[src/rtl/icache_refill_ctrl.sv]
// ---------------------------------------------------------------------------
// icache_refill_ctrl
//
// Purpose:
//   Serves single-word instruction-cache refills from a backing memory. The
//   memory uses a split protocol: an address phase (ext_req/ext_ready),
//   followed by a data phase (ext_rvalid/ext_rdata). If no data arrives within
//   TIMEOUT cycles, the same word-aligned address is re-issued and the sticky
//   timeout_err flag is raised.
//
// Parameters:
//   ADDR_WIDTH  address width
//   DATA_WIDTH  instruction word width
//   TIMEOUT     data-phase cycles without ext_rvalid before re-issue (>= 1)
//
// Ports:
//   clk              sole clock, rising edge
//   rst              synchronous, active-high reset
//   mem_req          refill request from the instruction cache
//   mem_addr         refill address from the cache
//   mem_instr        registered refill word returned to the cache
//   mem_instr_valid  one-cycle strobe marking a delivered refill word
//   ext_req          address-phase request to the backing memory
//   ext_addr         word-aligned address presented to the backing memory
//   ext_ready        memory accepts the address when high together with ext_req
//   ext_rdata        memory read data
//   ext_rvalid       ext_rdata is valid this cycle
//   busy             high whenever the controller is not idle
//   timeout_err      sticky timeout flag, cleared only by rst
// ---------------------------------------------------------------------------
module icache_refill_ctrl #(
    parameter int ADDR_WIDTH = 32,
    parameter int DATA_WIDTH = 32,
    parameter int TIMEOUT    = 255
) (
    input  logic                  clk,
    input  logic                  rst,
    input  logic                  mem_req,
    input  logic [ADDR_WIDTH-1:0] mem_addr,
    output logic [DATA_WIDTH-1:0] mem_instr,
    output logic                  mem_instr_valid,
    output logic                  ext_req,
    output logic [ADDR_WIDTH-1:0] ext_addr,
    input  logic                  ext_ready,
    input  logic [DATA_WIDTH-1:0] ext_rdata,
    input  logic                  ext_rvalid,
    output logic                  busy,
    output logic                  timeout_err
);

    localparam int CNT_W = $clog2(TIMEOUT + 1);

    // The timeout fires in the cycle whose increment would reach TIMEOUT, so
    // a DATA cycle that sees cnt == CNT_LAST without ext_rvalid is the last one.
    localparam logic [CNT_W-1:0] CNT_LAST = CNT_W'(TIMEOUT - 1);
    localparam logic [CNT_W-1:0] CNT_MAX  = CNT_W'(TIMEOUT);

    localparam logic [ADDR_WIDTH-1:0] WORD_MASK = ~ADDR_WIDTH'(3);

    localparam logic [2:0] IDLE = 3'd0;
    localparam logic [2:0] ADDR = 3'd1;
    localparam logic [2:0] DATA = 3'd2;
    localparam logic [2:0] RESP = 3'd3;
    localparam logic [2:0] HOLD = 3'd4;

    logic [2:0]       state;
    logic [CNT_W-1:0] cnt;

    always_ff @(posedge clk) begin
        if (rst) begin
            state       <= IDLE;
            cnt         <= '0;
            mem_instr   <= '0;
            ext_addr    <= '0;
            timeout_err <= 1'b0;
        end else begin
            case (state)
                IDLE: begin
                    if (mem_req) begin
                        ext_addr <= mem_addr & WORD_MASK;
                        state    <= ADDR;
                    end
                end
                ADDR: begin
                    // Data arriving alongside the address handshake is not ours.
                    if (ext_ready) begin
                        cnt   <= '0;
                        state <= DATA;
                    end
                end
                DATA: begin
                    // Data wins over a timeout landing in the same cycle.
                    if (ext_rvalid) begin
                        mem_instr <= ext_rdata;
                        state     <= RESP;
                    end else if (cnt == CNT_LAST) begin
                        // Saturate rather than wrap; ADDR clears it on accept.
                        cnt         <= CNT_MAX;
                        timeout_err <= 1'b1;
                        state       <= ADDR;
                    end else begin
                        cnt <= cnt + CNT_W'(1);
                    end
                end
                RESP: begin
                    state <= HOLD;
                end
                HOLD: begin
                    // Wait for the cache to drop its request so one request
                    // never triggers two refills.
                    if (!mem_req) begin
                        state <= IDLE;
                    end
                end
                default: begin
                    state <= IDLE;
                end
            endcase
        end
    end

    assign ext_req         = (state == ADDR);
    assign mem_instr_valid = (state == RESP);
    assign busy            = (state != IDLE);

endmodule

[config.mk]
export PLATFORM = sky130hd
export DESIGN_NAME = icache_refill_ctrl
export DESIGN_NICKNAME = d
export VERILOG_FILES = /design/src/rtl/icache_refill_ctrl.sv
export SDC_FILE = /design/constraint.sdc
export NUM_CORES = 1
export LEC_CHECK = 0
export BUFFER_PORTS_ARGS = -buffer_cell sky130_fd_sc_hd__buf_4
export CORE_UTILIZATION = 51
export CTS_BUF_LIST = sky130_fd_sc_hd__clkbuf_8
export DETAILED_ROUTE_END_ITERATION = 10
export PLACE_DENSITY_LB_ADDON = 0.12
export SYNTH_ARGS = -nofsm -noshare
export SYNTH_HDL_FRONTEND = slang
export SYNTH_SLANG_ARGS = --single-unit
[constraint.sdc]
create_clock -name clk -period 2.1 [get_ports clk]
set_input_delay 0.105 -clock clk [delete_from_list [all_inputs] [get_ports clk]]
set_output_delay 0.105 -clock clk [all_outputs]
set_load 0.02 [all_outputs]
Word level (Yosys, flattened, before mapping)

Cells that the tools add are included.

Register bits: 74
Input port bits: 69
Output and inout port bits: 68
Logic and storage cells: 35

$add $sub $neg: 1
Equality and inequality tests: 10
Muxes and demuxes: 10
Bitwise operators: 1
Reductions and logical operators: 8

Operators with widths:

| kind                                                                     | number |
|---|---|
| 8-bit two-way mux                                                        | 3 |
| 8-bit case mux with 2 select lines                                       | 1 |
| 3-bit two-way mux                                                        | 5 |
| 3-bit case mux with 5 select lines                                       | 1 |
| 8-bit by 1-bit adder with 8-bit output (second input constant)           | 1 |
| 8-bit equality test (second input constant)                              | 1 |
| 3-bit by 2-bit equality test with 1-bit output (second input constant)   | 2 |
| 2-bit inequality test (second input constant)                            | 3 |
| 3-bit AND reduction                                                      | 2 |
| 2-bit AND reduction                                                      | 2 |
| 4-bit AND reduction                                                      | 1 |
| 3-bit by 1-bit equality test with 1-bit output (second input constant)   | 1 |
| 3-bit equality test (second input constant)                              | 1 |
| 3-bit zero test                                                          | 1 |
| 3-bit inequality test (second input constant)                            | 1 |
| 3-bit nonzero test                                                       | 1 |
| 2-bit by 1-bit inequality test with 1-bit output (second input constant) | 1 |
| 2-bit nonzero test                                                       | 1 |
| 1-bit inverter                                                           | 1 |

Longest topological paths before layout

Depth in word-level cells: 4
Mapped depth: 6

Worst setup path after synthesis

Ideal clock, no wire load.

Path type: register -> register
From: reg state[2]
To: reg cnt[5]
Library setup time: 0.071 ns
Arrival: 1.378 ns
Required time: 2.029 ns
Slack: 0.651 ns
Cell stages (with the launch flop): 7
Buffers on the path: 2
Clock period less this slack: 1.449 ns
Path through: dfxtp_1 -> buf_6 -> or4b_1 -> buf_2 -> a31oi_1 -> o21ai_1 -> a21oi_1

Word-level cells in the longest chain between the ends: 3
Elaborated cells between the ends (all ways): 7
Classes of those cells: eq/ne: 4; mux: 1; reduce/logical: 2

RTL lines:

| element                                                                                                                 | line | text |
|---|---|---|
| from (decl)                                                                                                             | 66   | `logic [2:0] state;` |
| from (signal assigned)                                                                                                  | 71   | `state <= IDLE;` |
| from (signal assigned)                                                                                                  | 81   | `state <= ADDR;` |
| from (signal assigned)                                                                                                  | 88   | `state <= DATA;` |
| 3-bit by 2-bit equality test with 1-bit output / 3-bit by 1-bit equality test with 1-bit output (equally long branches) | 77   | `case (state)` |
| 2-bit inequality test (no source line) (tied with other cells)                                                          | --   |  |
| 3-bit AND reduction (no source line)                                                                                    | --   |  |
| to (signal assigned)                                                                                                    | 102  | `cnt <= cnt + CNT_W'(1);` |
| to (decl)                                                                                                               | 67   | `logic [CNT_W-1:0] cnt;` |

Parallel ways exist; a longest one is shown, timed or not.
A chain may end at the register's enable or synchronous reset.

Final worst setup path

From: reg state[1]
To: reg cnt[5]

Same word-level chain as after synthesis.

==> results.toml <==
[place]
dp_hpwl_mm = 4.88
port-buffer-count = 132
routabilityCongestion = 0.818
dpl.cell_count = 544

[timing]
relSlewSlack = 0.492
skew_ns = 0.0108
rsz0062_at_grt = "no"
fin_crit_sh = 0.770
min_period_ns = 1.62
whs_ns = 0.0131
worst_pin_slew_ns = 0.763
slew_violations = 0
timing.final.hold_violations = 0
setup_viol = 0
fmax_mhz = 618
tns_ns = 0

[drt]
dr.pass1.iters = 4
avgRoutedWirePerCell_um = 12.6
viasPerCell = 5.06
num_vias = 2875
drc = 0
detail_route.iter0.violations = 190
antenna_left = 0
routed_wirelength_mm = 7.18

[clocking]
cts_buffer_depth = 2
cts-htree-levels = 3
root_buffer = "clkbuf_8"
cts.clk_slew.worst_paths_ns = 0.08
cts-buffers-inserted = 9
cts_setup_buffers = 0
clock-sinks = 74
cts_tree = "yes"
clk_latency_ns = 0.33

[yosys]
ys_seq_area_frac = 0.523
syn_inst = 364
synthTopCellsByArea = "dfxtp_1, nand2_1, a21oi_1"
yosysTopAreaCellShare = 0.523
avgSynthCellArea_sq_um = 7.79
synth_seq_cells = 74
yosysTopAreaCell = "dfxtp_1"
ys_types = 29
yosys_warnings = 0
syn-cell-area_sq_um = 2830

[power_and_ir_drop]
ir_drop_uv = 540
p_leak_nw = 1.78
power_density_nw_per_um2 = 757
total_power_mw = 3.13

[finish]
nets = 564
post-route-util = 0.789
area_delta_synth_final_pct = 45.8
fin_cells = 568
drive_above_1_share = 0.313
antenna_cells = 0

[worst_hold_path]
whs_endpoint = "mem_instr[3]"
hold_depth = 3
hp-start = "ext_rdata[3]"
hp-class = "input pin to flip-flop"

[floorplanning]
io-pin-count = 137
dieArea_sq_um = 5860
start_util = 0.541
die_h_um = 76.5
fp.dieW_um = 76.5
fp-row-count = 26
coreArea_sq_um = 5240

[critical_path]
path_class = "flip-flop to flip-flop"
rrSetupSlack_ns = 0.48
cp.required_ns = 2.28
arrival_ns = 1.80
startpoint_type = "flip-flop"
crit_path_end_kind = "flip-flop"
r2r_start = "state[1]"
cp_max_fo = 12
reg2regPathDepth = 4
r2r_end = "cnt[5]"

[global_route]
antenna_found_initial = 0
grt_pass1_vias = 2720
overflow = 0
grt_max_degree = 75
grt_usage = 0.250
grt_pass1_wl_mm = 11.8

[outcome]
status = "finished, final reports clean"

[flow_run]
cap_violations = 0
-- cells by family (layout without fill, tap and decap cells) --
| logic type | count (synthesis) | in the layout | synth area share |
|---|---|---|---|
| compound gates | 92 | 92 | 0.174 |
| fa+ha+maj | 2 | 2 | 0.00883 |
| simple gates | 164 | 164 | 0.242 |
| buf+inv | 31 | 164 | 0.0503 |
| flops | 74 | 74 | 0.523 |
| other cells | 1 | 2 | 0.00132 |
-- flip-flops by register name (all words and copies together), names as in the netlist --
signal       cells
timeout_err      1
state            3
mem_instr       32
ext_addr        30
cnt              8
-- synth_stat cells (all sizes together) --
master	number
buf	10
nor3b	1
or4b	1
nand3	5
clkbuf	17
a2bb2oi	2
nor3	4
conb	1
a31oi	4
and2	3
nor4b	1
o21a	1
a21oi	71
nor2b	3
inv	4
nor2	12
and3	2
nand2	128
ha	2
dfxtp	74
nand4	2
nor4	1
o21ai	13
o22a	1
or3	1
-- cell usage in the layout (no fill, tap or decap) --
master	netlist	final
clkinv_4	0	1
nor4b_4	1	1
and2_1	3	2
nor4_1	1	1
nor3_1	4	3
dlygate4sd3_1	0	8
dfxtp_1	74	74
a2bb2oi_1	2	2
nand3_1	5	5
a31oi_1	3	3
o21ai_0	7	7
o21ai_1	6	6
nand4_1	2	2
nor2_1	12	12
buf_4	3	135
clkbuf_8	0	12
nor2b_1	3	3
o22a_1	1	1
and3_1	2	2
inv_1	4	4
clkinv_2	0	2
a21oi_1	71	71
bufinv_16	0	1
or3_1	1	1
ha_1	2	2
and2_2	0	1
buf_12	0	1
nand2_1	128	128
nor3b_1	1	1
o21a_1	1	1
a31oi_4	1	1
or4b_1	1	1
conb_1	1	2
nor3_2	0	1
-- power breakdown --
| group | switching, mW | internal, mW |
|---|---|---|
| logic | 0.256 | 0.225 |
| clock network | 0.498 | 0.644 |
| registers | 0.0393 | 1.46 |
| total | 0.794 | 2.33 |
-- critical path, stage by stage (launching register included) --
cell	delay (ns)
dfxtp_1	0.50
nor4b_4	0.59
a31oi_4	0.13
o21ai_1	0.17
a21oi_1	0.08
-- through the flow --
stage | area (sq um) | worst slack [ns]
after floorplan | 2840 | 0.651
after global placement | 3840 | 0.286
after detailed placement | 3840 | 0.226
after CTS | 4130 | 0.191
after global routing | 4130 | 0.295
final | 4130 | 0.483
-- worst max path at each step --
stage,from,to,slack (ns),depth (start not counted)
floorplan,state[2],cnt[5],0.65,6
global placement,state[2],ext_addr[27],0.29,4
detailed placement,state[2],ext_addr[11],0.23,4
CTS,state[2],ext_addr[22],0.19,4
global route,state[1],cnt[7],0.30,4
finish,state[1],cnt[5],0.48,4
-- metal layers --
metal	GRT usage	share of wire	wire length, um	vias up
li1	-	-	-	1451
met1	0.266	0.41	2910	1316
met2	0.450	0.50	3610	97
met3	0.0683	0.073	527	11
met4	0.127	0.017	125	0
met5	0	0	0	-
-- what timing repair did --
| action | in CTS | in global routing |
|---|---|---|
| setup endpoints to repair | 0 | 1 |
| gates resized for setup | 0 | 1 |
| hold endpoints to repair | 8 | 0 |
| hold buffers | 8 | 0 |
-- layout make-up --
cell class	instances	area, sq um
well taps	70	87.6
clock inverters	4	48.8
repair buffers	144	1110
flip-flops and latches	74	1480
fillers	389	1110
clock buffers	12	165
inverters	4	15.0
multi-input cells	260	1220
No activity file was read; power rests on OpenSTA's default activity.
